File: config.mk
export PLATFORM = sky130hd
export DESIGN_NAME = multiplication_seq
export DESIGN_NICKNAME = d
export VERILOG_FILES = /design/src/rtl/multiplication_seq.sv
export SDC_FILE = /design/constraint.sdc
export NUM_CORES = 1
export LEC_CHECK = 0
export BUFFER_PORTS_ARGS = -buffer_cell sky130_fd_sc_hd__buf_2
export CAP_MARGIN = 25
export CORE_ASPECT_RATIO = 2
export CORE_MARGIN = 2
export CORE_UTILIZATION = 50
export DETAILED_ROUTE_END_ITERATION = 10
export GPL_ROUTABILITY_DRIVEN = 0
export PLACE_DENSITY_LB_ADDON = 0.3
export SYNTH_ARGS = -nofsm -noshare
export SYNTH_HDL_FRONTEND = slang
export SYNTH_SLANG_ARGS = --single-unit
File: constraint.sdc
create_clock -name clk -period 2.8 [get_ports clk]
set_input_delay 0 -clock clk [delete_from_list [all_inputs] [get_ports clk]]
set_output_delay 0 -clock clk [all_outputs]
set_load 0.02 [all_outputs]
File: src/rtl/multiplication_seq.sv
// Sequential unsigned shift-and-add multiplier: WIDTH x WIDTH -> 2*WIDTH product.
// Latency: done pulses WIDTH cycles after the accepting edge; one op per WIDTH+2 cycles.
// Backpressure: ready=0 from acceptance until after done; start is ignored while busy.
module multiplication_seq #(
  parameter int WIDTH = 10
) (
  input  logic               clk,
  input  logic               reset,
  input  logic               start,
  input  logic [WIDTH-1:0]   A,
  input  logic [WIDTH-1:0]   B,
  output logic               ready,
  output logic               done,
  output logic [2*WIDTH-1:0] Res,
  output logic               overflow
);

  localparam int PW = 2 * WIDTH;
  localparam int CW = $clog2(WIDTH + 1);

  typedef enum logic [1:0] {
    S_IDLE = 2'd0,
    S_RUN  = 2'd1,
    S_DONE = 2'd2
  } state_t;

  state_t          r_state;
  state_t          w_state_nxt;
  logic [PW-1:0]   r_mcand;
  logic [WIDTH-1:0] r_mplier;
  logic [PW-1:0]   r_acc;
  logic [CW-1:0]   r_cnt;
  logic [PW-1:0]   r_res;
  logic            r_ovf;
  logic            r_ready;
  logic            r_done;

  logic [PW-1:0]   w_acc_sum;
  logic            w_last;
  logic            w_accept;

  // Accumulator value after the current iteration; also the final product on the last one.
  assign w_acc_sum = r_acc + (r_mplier[0] ? r_mcand : {PW{1'b0}});
  // The iteration being performed this cycle is the WIDTH-th one.
  assign w_last    = (r_cnt == CW'(WIDTH - 1));
  assign w_accept  = (r_state == S_IDLE) && start;

  // Next-state logic: fixed-length RUN, single-cycle DONE, no early exit.
  always_comb begin
    w_state_nxt = r_state;
    case (r_state)
      S_IDLE: if (start) w_state_nxt = S_RUN;
      S_RUN:  if (w_last) w_state_nxt = S_DONE;
      S_DONE: w_state_nxt = S_IDLE;
      default: w_state_nxt = S_IDLE;
    endcase
  end

  // State register.
  always_ff @(posedge clk) begin
    if (reset) begin
      r_state <= S_IDLE;
    end else begin
      r_state <= w_state_nxt;
    end
  end

  // Operand shift registers, accumulator and iteration counter.
  always_ff @(posedge clk) begin
    if (reset) begin
      r_mcand  <= '0;
      r_mplier <= '0;
      r_acc    <= '0;
      r_cnt    <= '0;
    end else if (w_accept) begin
      r_mcand  <= {{WIDTH{1'b0}}, A};
      r_mplier <= B;
      r_acc    <= '0;
      r_cnt    <= '0;
    end else if (r_state == S_RUN) begin
      r_acc    <= w_acc_sum;
      r_mcand  <= r_mcand << 1;
      r_mplier <= r_mplier >> 1;
      r_cnt    <= r_cnt + CW'(1);
    end
  end

  // Result and overflow change only when the last iteration completes.
  always_ff @(posedge clk) begin
    if (reset) begin
      r_res <= '0;
      r_ovf <= 1'b0;
    end else if ((r_state == S_RUN) && w_last) begin
      r_res <= w_acc_sum;
      r_ovf <= |w_acc_sum[PW-1:WIDTH];
    end
  end

  // Registered handshake outputs, derived from the state being entered.
  always_ff @(posedge clk) begin
    if (reset) begin
      r_ready <= 1'b1;
      r_done  <= 1'b0;
    end else begin
      r_ready <= (w_state_nxt == S_IDLE);
      r_done  <= (w_state_nxt == S_DONE);
    end
  end

  assign ready    = r_ready;
  assign done     = r_done;
  assign Res      = r_res;
  assign overflow = r_ovf;

endmodule

Word-level counts from Yosys, hierarchy flattened
Index checks and enable logic that the tools add are counted.
{ "word_totals": {"regBits": 79, "input_bits": 23, "output_inout_bits": 23, "elab_cells": 30} }
{ "classes": {"reduce_logical": 7, "addsub": 2, "mux": 8, "n_eq_ne": 3} }
{ "op_table": {"columns": ["op", "count"], "rows": [
  ["$mux 10", 4],
  ["$add 20x20->20", 1],
  ["$mux 20", 1],
  ["$reduce_or 10->1", 1],
  ["$add 4x1->4 const B", 1],
  ["$eq 4x4->1 const B", 1],
  ["$logic_not 2->1", 2],
  ["$mux 2", 2],
  ["$pmux 2 s2", 1],
  ["$eq 2x1->1 const B", 1],
  ["$eq 2x2->1 const B", 1],
  ["$logic_and 1x1->1", 2],
  ["$reduce_bool 2->1", 1],
  ["$reduce_or 2->1", 1]
]} }

Logic depth before layout (Yosys ltp)
{ "logic_depth": {"ltp_word": 4, "depth_mapped": 12, "mapped_depth_nobuf": 11} }

Worst setup path after synthesis
No wires, ideal clock.
{ "synth_timing": {"kind": "register -> register", "start": "register r_mplier[0]", "end": "register r_ovf (netlist: overflow)", "path_buffers": 1, "arrival_time_ns": 2.867, "path_stages_with_launch": 13, "period_less_slack_ns": 2.995, "setup_ns": 0.128, "required_ns": 2.672, "path_slack_ns": -0.195, "path_cell_list": "dfxtp_1 -> clkbuf_1 -> and2_1 -> ha_1 -> fa_1 -> a211o_1 -> a21oi_2 -> a2bb2oi_2 -> xnor2_1 -> or3_1 -> or3b_1 -> nor4_2 -> a31oi_1"} }
{ "synth_via": {"elab_chain_cells": 3} }
{ "synth_rtl": {"columns": ["item", "line_no", "rtl"], "rows": [
  ["from (decl)", "30", "logic [WIDTH-1:0] r_mplier;"],
  ["from (signal assigned)", "83", "r_mplier <= r_mplier >> 1;"],
  ["$mux 20", "43", "assign w_acc_sum = r_acc + (r_mplier[0] ? r_mcand : {PW{1'b0}});"],
  ["$add 20x20->20", "43", null],
  ["$reduce_or 10->1", "95", "r_ovf <= |w_acc_sum[PW-1:WIDTH];"],
  ["to (signal assigned)", "95", null],
  ["to (decl)", "34", "logic r_ovf;"]
]} }
Every way passes these cells.
A chain may end at the register's enable or synchronous reset.

Worst setup path after layout
{ "layout_timing": {"start": "register r_mcand[0]", "end": "register r_ovf (netlist: overflow)"} }
{ "layout_via": {"elab_chain_cells": 3} }
{ "layout_rtl": {"columns": ["item", "line_no", "rtl"], "rows": [
  ["from (decl)", "29", "logic [PW-1:0] r_mcand;"],
  ["from (signal assigned)", "76", "r_mcand <= {{WIDTH{1'b0}}, A};"],
  ["from (signal assigned)", "82", "r_mcand <= r_mcand << 1;"],
  ["$mux 20", "43", null],
  ["$add 20x20->20", "43", null],
  ["$reduce_or 10->1", "95", null]
]} }
Every way passes these cells.

==> flow_metrics.env <==
export IMPL_status="finished, violations left"
export IMPL_violations="negative setup slack"
export IMPL_synth_nets=550
export IMPL_maxSlewViolCount=0
export IMPL_drc=0
export IMPL_nNetsFinal=633
export IMPL_pwr_share_clk_pct=45.3
export IMPL_routed_via_density=5.517
export IMPL_die_y_um=130.0
export IMPL_min_period_ns=2.830
export IMPL_finalPower_w=0.002499
export IMPL_grt_overflow=0
export IMPL_hold_viol_final=0
export IMPL_ys_async_sr_fraction_pct=0
export IMPL_clockRootBuffer="clkbuf_16"
export IMPL_fin_skew_ns=0.008096
export IMPL_synth_area_um2=3966
export IMPL_fin_cells=689
export IMPL_synth_area_leaders="dfxtp_1, nand2_1, a21oi_1"
export IMPL_leakagePower_nw=2.108
export IMPL_die_area_um2=8704
export IMPL_synth_top_area_share_pct=39.87
export IMPL_setup_slack_ns=-0.03021
export IMPL_max_freq_mhz=353.3
export IMPL_grt_pass1_wl_mm=16.15
export IMPL_htree_levels=3
export IMPL_synth_edff_count=0
export IMPL_period_share_pct=101.1
export IMPL_synth_yosys_seq_area_share_pct=39.87
export IMPL_rsz0062_at_grt="yes"
export IMPL_core_um2=7828
export IMPL_clockBufferDepth=2
export IMPL_clk_pin_slew_worst_paths_ns=0.07
export IMPL_switching_share_pct=25.71
export IMPL_ys_flop_type="dfxtp_1"
export IMPL_synth_largest_area_cell="dfxtp_1"
export IMPL_hold_path_class="input pin to register"
export IMPL_required_ns=3.03
export IMPL_ys_top_cells_by_count="nand2_1, dfxtp_1, a21oi_1, nor2_1, clkbuf_1"
export IMPL_cts_tree="yes"
export IMPL_cellInternalPower_w=0.001856
export IMPL_drv_cap=0
export IMPL_timing_setup_tns_ns=-0.03021
export IMPL_endpoint_kind="register"
export IMPL_synth_cell_types=51
export IMPL_worst_pin_slew_ns=0.9694
export IMPL_seq_power_share_pct=46.9
export IMPL_grt_pass1_vias=3542
export IMPL_cts_sinks=79
export IMPL_ir_drop_v=0.0004061
export IMPL_portBuffers=45
export IMPL_ys_warn_count=0
export IMPL_drive_gt1_share_pct=22.93
export IMPL_dr_pass1_iters=6
export IMPL_relSlewSlack_pct=35.24
export IMPL_drtAntennaViolNets=0
export IMPL_whs_ns=0.007517
export IMPL_dieWidth_um=66.98
export IMPL_postSynthAreaPerCell_um2=7.854
export IMPL_routed_wl_mm=9.734
export IMPL_drt_iter0_drc=252
export IMPL_place_hpwl_mm=6.712
export IMPL_areaGrowthSynthToFinish_pct=28.39
export IMPL_critical_path_class="register to register"
export IMPL_path_max_fanout=2
export IMPL_rows=46
export IMPL_antenna_found_initial=0
export IMPL_insertion_delay_ns=0.35
export IMPL_num_antenna_cells=0
export IMPL_start_util_pct=50.67
export IMPL_fin_util_pct=65.06
export IMPL_synth_most_common_cell="nand2_1"
export IMPL_numCtsBuffers=9
export IMPL_syn_inst=505
export IMPL_place_inst=650
export IMPL_setup_viol=1
export IMPL_vias=3801
export IMPL_powerDensity_nw_per_um2=490.7
export IMPL_power_share_combinational_pct=7.9
export IMPL_wl_per_cell_um=14.13
export IMPL_p_switching_w=0.0006425
export IMPL_crit_arrival_ns=3.06
export IMPL_synth_seq_cells=79
export IMPL_grt_use_total_pct=24.02
export IMPL_cp_start_kind="register"
export IMPL_io_pins=46
export IMPL_grt_max_degree=38
[worst paths after layout]
| path | startpoint | slack (ns) | cells past startpoint | end |
|---|---|---|---|---|
| max | r_mcand[0]$_SDFFE_PP0P_ | -0.03 | 11 | overflow$_SDFFE_PP0P_ |
| min | A[7] | 0.008 | 3 | r_mcand[7]$_SDFFE_PP0P_ |
| max reg2reg | r_mcand[0]$_SDFFE_PP0P_ | -0.03 | 11 | overflow$_SDFFE_PP0P_ |
| min reg2reg | Res[1]$_SDFFE_PP0P_ | 0.45 | 2 | Res[1]$_SDFFE_PP0P_ |
[layout make-up]
type | count | area [um^2]
well taps | 96 | 120.1
clock buffers | 9 | 225.2
inverters | 9 | 33.78
flip-flops and latches | 79 | 1584
repair buffers | 101 | 688.2
fillers | 698 | 2735
clock inverters | 7 | 65.06
multi-input cells | 388 | 2376
[stage by stage]
stage               worst slack [ns]  area [um^2]
floorplan                    -0.1324         3973
global placement            -0.03091         4456
detailed placement          -0.07753         4456
CTS                         -0.04165         4923
global route                 -0.2078         5092
finish                      -0.03021         5092
[cell usage in the layout (no fill, tap or decap), drive strengths merged, types with 16 or more instances in the layout]
| cell | count |
|---|---|
| and2 | 20 |
| buf | 84 |
| o21ai | 22 |
| nand2 | 114 |
| dlygate4sd3 | 17 |
| dfxtp | 79 |
| a21oi | 66 |
| a22oi | 16 |
| nor2 | 34 |
| ha | 21 |
[critical path: stages (launching register included)]
cell	delay, ns
dfxtp_2	0.32
and2_4	0.16
ha_4	0.16
fa_2	0.36
a211o_1	0.30
a21oi_2	0.20
a2bb2oi_2	0.16
xnor2_1	0.10
or3_1	0.35
or3b_1	0.37
nor4_2	0.14
a31oi_1	0.10
[power groups by stage]
| stage | Sequential, W | Clock [W] | Combinational, W |
|---|---|---|---|
| after global placement | 0.00119 | 0 | 0.000170 |
| after detailed placement | 0.00119 | 0 | 0.000171 |
| after CTS | 0.00117 | 0.00114 | 0.000190 |
| final | 0.00117 | 0.00113 | 0.000197 |
| after floorplan | 0.00119 | 0 | 0.000109 |
| after global routing | 0.00117 | 0.00119 | 0.000216 |
[sequential cells by signal (all words and copies together), names as in the netlist]
| signal | flops |
|---|---|
| overflow | 1 |
| r_mcand | 20 |
| Res | 20 |
| r_acc | 20 |
| r_state | 2 |
| done | 1 |
| r_cnt | 4 |
| ready | 1 |
| r_mplier | 10 |
[routing by layer]
metal  up-vias  wire length, um  global-route usage (%)
met1      1787             4264                   29.21
met4         0              224                   10.44
met5         -                0                       0
met3        17              311                   4.483
met2        79             4933                   40.65
li1       1918                -                       -
[logic make-up (layout without fill, tap and decap cells)]
logic type	after synthesis	in the layout	synth area share, %
AO/OA/AOI/OAI	144	144	22.46
XOR/XNOR	18	18	3.975
adder cells (fa/ha/maj)	22	22	7.129
buffers and inverters	38	126	3.659
flip-flops	79	79	39.87
AND/OR/NAND/NOR	204	204	22.90
[timing repair]
item                                   in CTS  in global routing
endpoints found under the hold margin      17                  0
setup buffers                               1                  5
resized for setup                           0                 25
pin swaps                                   2                 10
setup endpoints to repair                   1                 11
hold buffers                               17                  0
No activity file was read; power rests on OpenSTA's default activity.
